$ cat config.mk
export PLATFORM = sky130hd
export DESIGN_NAME = sync_ram
export DESIGN_NICKNAME = d
export VERILOG_FILES = /design/src/rtl/mem_pkg.sv /design/src/rtl/ram_array.sv /design/src/rtl/sync_ram.sv
export SDC_FILE = /design/constraint.sdc
export NUM_CORES = 2
export LEC_CHECK = 0
export CAP_MARGIN = 20
export CORE_MARGIN = 5
export CORE_UTILIZATION = 40
export DETAILED_ROUTE_END_ITERATION = 8
export GPL_TIMING_DRIVEN = 0
export MAX_ROUTING_LAYER = met4
export PLACE_DENSITY_LB_ADDON = 0.3
export SYNTH_ARGS = -nofsm -noshare
export SYNTH_HDL_FRONTEND = slang
export SYNTH_SLANG_ARGS = --single-unit
$ cat constraint.sdc
create_clock -name clk -period 8.9 [get_ports clk]
set_input_delay 0.89 -clock clk [delete_from_list [all_inputs] [get_ports clk]]
set_output_delay 0.89 -clock clk [all_outputs]
set_load 0.01 [all_outputs]
$ cat src/rtl/mem_pkg.sv
// Shared definitions for sync_ram: access-size encodings, FSM states and byte-count helpers.
package mem_pkg;

    typedef enum logic [1:0] {
        LEN_BYTE   = 2'd0,
        LEN_HALF   = 2'd1,
        LEN_WORD   = 2'd2,
        LEN_DOUBLE = 2'd3
    } len_e;

    typedef enum logic [1:0] {
        IDLE = 2'd0,
        WAIT = 2'd1,
        BEAT = 2'd2,
        DONE = 2'd3
    } state_e;

    // Total bytes touched by a whole transaction (DOUBLEWORD spans two beats).
    function automatic logic [3:0] byteCount(input len_e len);
        case (len)
            LEN_BYTE: return 4'd1;
            LEN_HALF: return 4'd2;
            LEN_WORD: return 4'd4;
            default:  return 4'd8;
        endcase
    endfunction

    function automatic logic [2:0] beatBytes(input len_e len);
        case (len)
            LEN_BYTE: return 3'd1;
            LEN_HALF: return 3'd2;
            default:  return 3'd4;
        endcase
    endfunction

endpackage

$ cat src/rtl/ram_array.sv
// Byte-addressable storage split into four byte lanes, so any 4-byte window
// (aligned or not) is read or written in one cycle. No reset on contents.
module ram_array #(
    parameter int ADDR_W = 9
) (
    input  logic              clk,
    input  logic [ADDR_W-1:0] i_addr,
    input  logic [3:0]        i_we,
    input  logic [31:0]       i_wdata,
    input  logic              i_re,
    output logic [31:0]       o_rdata
);
    localparam int ROWS = 2 ** (ADDR_W - 2);

    logic [7:0] w_wbyte  [4];
    logic [7:0] w_laneRd [4];
    logic [1:0] r_off;

    // Position 0 is the first (lowest-address, most significant) byte.
    for (genvar p = 0; p < 4; p++) begin : g_wbyte
        assign w_wbyte[p] = i_wdata[8*(3-p) +: 8];
    end

    for (genvar L = 0; L < 4; L++) begin : g_lane
        logic [1:0]        w_pos;
        logic [ADDR_W-1:0] w_byteAddr;
        logic [ADDR_W-3:0] w_row;
        logic [7:0]        r_mem [ROWS];
        logic [7:0]        r_rd;

        assign w_pos      = 2'(L) - i_addr[1:0];
        assign w_byteAddr = i_addr + ADDR_W'(w_pos);
        assign w_row      = w_byteAddr[ADDR_W-1:2];
        assign w_laneRd[L] = r_rd;

        always_ff @(posedge clk) begin
            if (i_we[w_pos]) begin
                r_mem[w_row] <= w_wbyte[w_pos];
            end
            if (i_re) begin
                r_rd <= r_mem[w_row];
            end
        end
    end

    always_ff @(posedge clk) begin
        if (i_re) begin
            r_off <= i_addr[1:0];
        end
    end

    // Rotate lanes back into big-endian byte order using the offset of the last read.
    always_comb begin
        o_rdata = '0;
        for (int p = 0; p < 4; p++) begin
            o_rdata[8*(3-p) +: 8] = w_laneRd[r_off + 2'(p)];
        end
    end

endmodule

$ cat src/rtl/sync_ram.sv
// Wait-state byte RAM with BYTE..DOUBLEWORD big-endian accesses and moc handshake.
// Define SYNC_RAM_ALIGN_CHECK_EN to reject misaligned HALFWORD/WORD/DOUBLEWORD accesses.
module sync_ram
    import mem_pkg::*;
#(
    parameter int ADDR_W      = 9,
    parameter int WAIT_CYCLES = 1
) (
    input  logic              clk,
    input  logic              reset,
    input  logic              enable,
    input  logic              read_write,
    input  logic [1:0]        data_length,
    input  logic [ADDR_W-1:0] address,
    input  logic [31:0]       data_in,
    output logic [31:0]       data_out,
    output logic              beat_valid,
    output logic              moc,
    output logic              err
);
    localparam logic [ADDR_W:0] DEPTH = {1'b1, {ADDR_W{1'b0}}};

    state_e            r_state, w_next;
    logic [3:0]        r_cnt;
    logic              r_beat;
    logic              r_rw;
    len_e              r_len;
    logic [ADDR_W-1:0] r_addr;
    logic [31:0]       r_din;
    logic              r_beatValid;
    logic [2:0]        r_outBytes;

    logic [ADDR_W:0]   w_end;
    logic              w_misalign, w_bad, w_access;
    logic [ADDR_W-1:0] w_ramAddr;
    logic [31:0]       w_src, w_wdata, w_rdata;
    logic [3:0]        w_laneMask, w_we;
    logic              w_re;

    // Bad accesses are decided from the latched request so err stays stable in DONE.
    assign w_end = {1'b0, r_addr} + (ADDR_W+1)'(byteCount(r_len));
`ifdef SYNC_RAM_ALIGN_CHECK_EN
    assign w_misalign = ((r_len == LEN_HALF) && r_addr[0]) ||
                        ((r_len == LEN_WORD || r_len == LEN_DOUBLE) && (r_addr[1:0] != 2'd0));
`else
    assign w_misalign = 1'b0;
`endif
    assign w_bad = (w_end > DEPTH) || w_misalign;

    always_ff @(posedge clk or posedge reset) begin
        if (reset) begin
            r_state <= IDLE;
        end else begin
            r_state <= w_next;
        end
    end

    always_comb begin
        w_next = r_state;
        case (r_state)
            IDLE: if (enable) w_next = (WAIT_CYCLES == 0) ? BEAT : WAIT;
            WAIT: begin
                if (!enable)              w_next = IDLE;
                else if (r_cnt < 4'd2)    w_next = BEAT;
            end
            BEAT: begin
                if (!enable)                                       w_next = IDLE;
                else if (w_bad || r_beat || r_len != LEN_DOUBLE)   w_next = DONE;
                else                                               w_next = (WAIT_CYCLES == 0) ? BEAT : WAIT;
            end
            DONE: if (!enable) w_next = IDLE;
            default: w_next = IDLE;
        endcase
    end

    always_ff @(posedge clk or posedge reset) begin
        if (reset) begin
            r_cnt       <= '0;
            r_beat      <= 1'b0;
            r_rw        <= 1'b0;
            r_len       <= LEN_BYTE;
            r_addr      <= '0;
            r_din       <= '0;
            r_beatValid <= 1'b0;
            r_outBytes  <= '0;
        end else begin
            r_beatValid <= 1'b0;
            case (r_state)
                IDLE: if (enable) begin
                    r_rw   <= read_write;
                    r_len  <= len_e'(data_length);
                    r_addr <= address;
                    r_din  <= data_in;
                    r_cnt  <= 4'(WAIT_CYCLES);
                    r_beat <= 1'b0;
                end
                WAIT: if (r_cnt != 4'd0) r_cnt <= r_cnt - 4'd1;
                BEAT: if (w_access) begin
                    r_beatValid <= 1'b1;
                    r_beat      <= 1'b1;
                    r_cnt       <= 4'(WAIT_CYCLES);
                    if (r_rw) r_outBytes <= beatBytes(r_len);
                end
                default: ;
            endcase
        end
    end

    // Memory port control and output decode; beat 1 of a DOUBLEWORD takes live data_in.
    always_comb begin
        w_access  = (r_state == BEAT) && enable && !w_bad;
        w_ramAddr = r_addr + (r_beat ? ADDR_W'(4) : ADDR_W'(0));
        w_src     = r_beat ? data_in : r_din;
        case (r_len)
            LEN_BYTE: begin w_wdata = {w_src[7:0], 24'd0};  w_laneMask = 4'b0001; end
            LEN_HALF: begin w_wdata = {w_src[15:0], 16'd0}; w_laneMask = 4'b0011; end
            default:  begin w_wdata = w_src;                w_laneMask = 4'b1111; end
        endcase
        w_we = (w_access && !r_rw) ? w_laneMask : 4'b0000;
        w_re = w_access && r_rw;
        case (r_outBytes)
            3'd1:    data_out = {24'd0, w_rdata[31:24]};
            3'd2:    data_out = {16'd0, w_rdata[31:16]};
            3'd4:    data_out = w_rdata;
            default: data_out = 32'd0;
        endcase
        beat_valid = r_beatValid;
        moc        = (r_state == DONE);
        err        = (r_state == DONE) && w_bad;
    end

    ram_array #(.ADDR_W(ADDR_W)) u_array (
        .clk     (clk),
        .i_addr  (w_ramAddr),
        .i_we    (w_we),
        .i_wdata (w_wdata),
        .i_re    (w_re),
        .o_rdata (w_rdata)
    );

endmodule

==> results.txt <==
- The run finished, with violations left.
- The final reports fail on negative setup slack.
* Critical path capture point: u_array.g_lane[0].r_rd[6]
* Initial core utilization: 40.19%
- Leading register cell type out of synthesis: edfxtp_1
- Antenna violations before repair: approximately 130
* Core utilization of the finished layout: a little under half
* GRT Total Usage: 41.05%
- Max-cap violation count: 0
- The number of global-route vias before repair came to 113400.
* CTS tree: done
- The first TritonRoute pass finished after 8 iterations.
- Number of placed cells counting well taps: between 15000 and 20000
* Area Growth Syn to Fin: 18.68%
- Number of endpoints with negative hold slack in the final report: 0
- Once the clock tree was built, the setup fixing pass inserted 0 buffers.
- The cell area that synthesis handed to floorplanning was 170400 sq um.
* Max Freq: 108.7 MHz
* Total of flip-flops plus latches after synthesis: 4185
- Count of flip-flops with a built-in enable after synthesis: 4130
- The H-tree generated during clock tree synthesis spans 5 levels.
- Sequential elements use 73.57% of the synthesized area.
- Root buf cell: clkbuf_16
- Leaving out fill and tap cells, the most frequent cells in the layout are 4130 x edfxtp_1, 1249 x nand2_1, 679 x nor2_1.
- Launch point of the worst path: r_addr[1]
- Total of buffers placed on input and output ports: 81
- Classification of the worst-slack hold path: input port to asynchronous set/reset pin
* Async set-reset flop share out of synthesis: under 10%
- Routability cong.: 1.030
- Floorplan die height: 662.8 microns
- The finished layout holds 18130 standard cells, fillers aside.
* Minimum period implied by the final worst setup slack: 9.200 ns
* Warning count from the yosys run: 0
- Data on the critical path arrives at its endpoint at 9.89 ns.
- Summing over every cut layer, the via total after detailed routing is 124100.
- Worst setup slack for register-to-register paths: -0.30 ns
- In the final routed layout, each cell accounts on average for 49.91 microns.
- The worst setup path is launched from a flop.
* Setup violators final: 119
- Num CTS Buffers: about 450
- Clock Latency Late Sink: 1.07 ns
- The worst register-to-register path ends at u_array.g_lane[0].r_rd[6].
- Remaining Overflow, GRT: 0
- Setup repair after global routing could not meet its margin everywhere.
- The largest total area in the synthesized netlist belongs to edfxtp_1.
- Entering global routing, the biggest net connects 48 pins.
* Class of the most critical setup path: flop to flop
- Pin placement for this block handled 82 I/O pins.
- Clock slew seen by the registers of the worst setup and hold paths: 0.06 ns
- DRC: 0
- Setup slack after layout: -0.3003 ns
- Period utilization: 103.4%
- The synthesized design devotes to its leading area cell type approximately 73% of total area.
* First-pass GRT wire length: 1153000 microns
- Data on the critical path is required at its endpoint by 9.58 ns.
* Mean Syn Cell Area: 15.52 sq um
- Counting cells, the worst reg-to-reg path comes to 18.
- Worst-Margin Slew: 1.387 ns
* Area inside the core boundary: 424000 sq um
- Crit Reg-Reg Startpoint: r_addr[1]
- Total Die Area: 439300 sq um
- In this run, distinct cell masters in the synthesized netlist total 91.
- Count of pins over their slew limit: 0
- The die is 662.8 microns wide.
- Headroom to the max-slew limit came out at 7.560%.
- The clock net in this run drives a total of 4185 sinks.
* Final clock skew: 0.05533 ns
- Fraction of final layout cells sized beyond drive strength 1: approximately 18%
* Average via count per standard cell: 6.842
- Gate Count Post-Synth: 10980
- Row Count: 239
* Syn nets: 11040
- In the final timing run, aggregate negative setup slack is -5.272 ns.
- Wires add up to slightly above 900000 microns.
- Fill cells: ~37000
* Post-DRT Antenna Nets: 0
- Max Buffers Root-to-Sink: 4
- Of all nets on the critical path, the largest fanout is 11.
- In the post-synthesis netlist, the biggest area contributors are edfxtp_1 73%, mux4_2 4.4%, mux2i_1 2.9%, nand2_1 2.8%, a21oi_1 1.8%.
- Summed over all nets, the half-perimeter wirelength after detailed placement is roughly 630000 microns.
- In this run, the number of DRC markers left after iteration 0 of detailed routing was 23040.
- The library cell used most frequently in the layout, excluding fill and tap cells, is edfxtp_1.
- After the last flow step, the layout net total stands at 12040.
- Worst Setup End Kind: flop
-- worst max-delay path, cell delays in order (launching register included) --
cell and delay, ns:
dfrtp_1 0.71, buf_2 0.59, inv_1 0.14, clkbuf_2 0.48, ha_1 0.57, xor2_1 0.47, buf_2 0.35, a21oi_1 0.26
nor2_1 0.67, buf_4 0.45, buf_2 0.55, buf_1 0.64, buf_8 0.23, nand2_1 0.06, a21oi_1 0.16, a2111oi_0 0.16
a311oi_1 0.93, o21ai_0 0.42, o22ai_1 0.90
-- metrics by stage --
stage                     hold WS, ns  worst slack [ns]  cell area, sq um
after floorplan                0.4767             1.981            170400
after global placement         0.4856            -5.585            178300
after detailed placement       0.4920           0.03011            187200
after CTS                     0.04806           0.01030            201800
after global routing          0.09435          -0.03512            202200
final                         0.08630           -0.3003            202300
-- layer usage --
layer	vias up	share of wire [%]	GRT usage, %
li1	46030	-	-
met1	64960	37	52.47
met2	10760	43	57.52
met3	2313	13	12.58
met4	0	7.4	24.49
met5	-	0	-
-- logic make-up after synthesis --
logic type | after synthesis | share of synthesized area (%)
xor gates and xnor gates | 36 | 0.2459
AOI/OAI and AO/OA | 2417 | 9.588
adders and majority gates | 13 | 0.09984
buffers and inverters | 805 | 2.113
and+or+nand+nor | 2584 | 6.298
muxes | 943 | 8.083
DFF | 4185 | 73.57
-- synthesized netlist by cell type, drive strengths merged, types with 55 or more instances --
library cell     n
a211oi          64
a21oi          623
a221o           66
a221oi         217
a22oi          222
a311oi          66
a31oi          144
and3            70
buf            412
clkbuf         365
dfrtp           55
edfxtp        4130
mux2           117
mux2i          491
mux4           335
nand2         1250
nand3          314
nor2           735
nor3            89
o211ai          69
o21ai          371
o22ai          196
-- worst min-delay path by stage --
| stage | start | endpoint | slack (ns) | depth (start not counted) |
|---|---|---|---|---|
| after global routing | reset | r_din[14] | 0.09 | 2 |
| after CTS | reset | r_din[11] | 0.05 | 2 |
| after detailed placement | r_din[27] | r_din[27] | 0.49 | 1 |
| final | reset | r_din[14] | 0.09 | 2 |
| after global placement | r_din[25] | r_din[25] | 0.49 | 1 |
| after floorplan | r_din[4] | r_din[4] | 0.48 | 1 |
-- cell type report --
class / instances / area [sq um] / area share [%]
Clock buffer: 552 / 11820 / 5.843
Antenna cell: 113 / 282.8 / 0.1398
Tap cell: 5663 / 7086 / 3.503
Sequential cell: 4185 / 125400 / 61.99
Multi-Input combinational cell: 5993 / 42320 / 20.92
Inverter: 28 / 107.6 / 0.05320
Buffer: 777 / 3687 / 1.823
Timing Repair Buffer: 549 / 8872 / 4.386
Clock inverter: 272 / 2708 / 1.339
-- sequential cells by signal, indices dropped and copies added, names as in the netlist, 2 cells and up --
signal and flops:
r_addr 9, u_array.r_off 2, r_state 2, r_len 2, r_din 32, r_cnt 4, u_array.g_lane.r_mem 4096, u_array.g_lane.r_rd 32
r_outBytes 3
-- timing repair --
| action | CTS | global route |
|---|---|---|
| hold buffers | 0 | 0 |
| gates resized for setup | 0 | 10 |
| endpoints found under the setup margin | 0 | 51 |
Power is not shown: default switching activity piles up to over one toggle a cycle in this logic, so the estimate is an artifact.
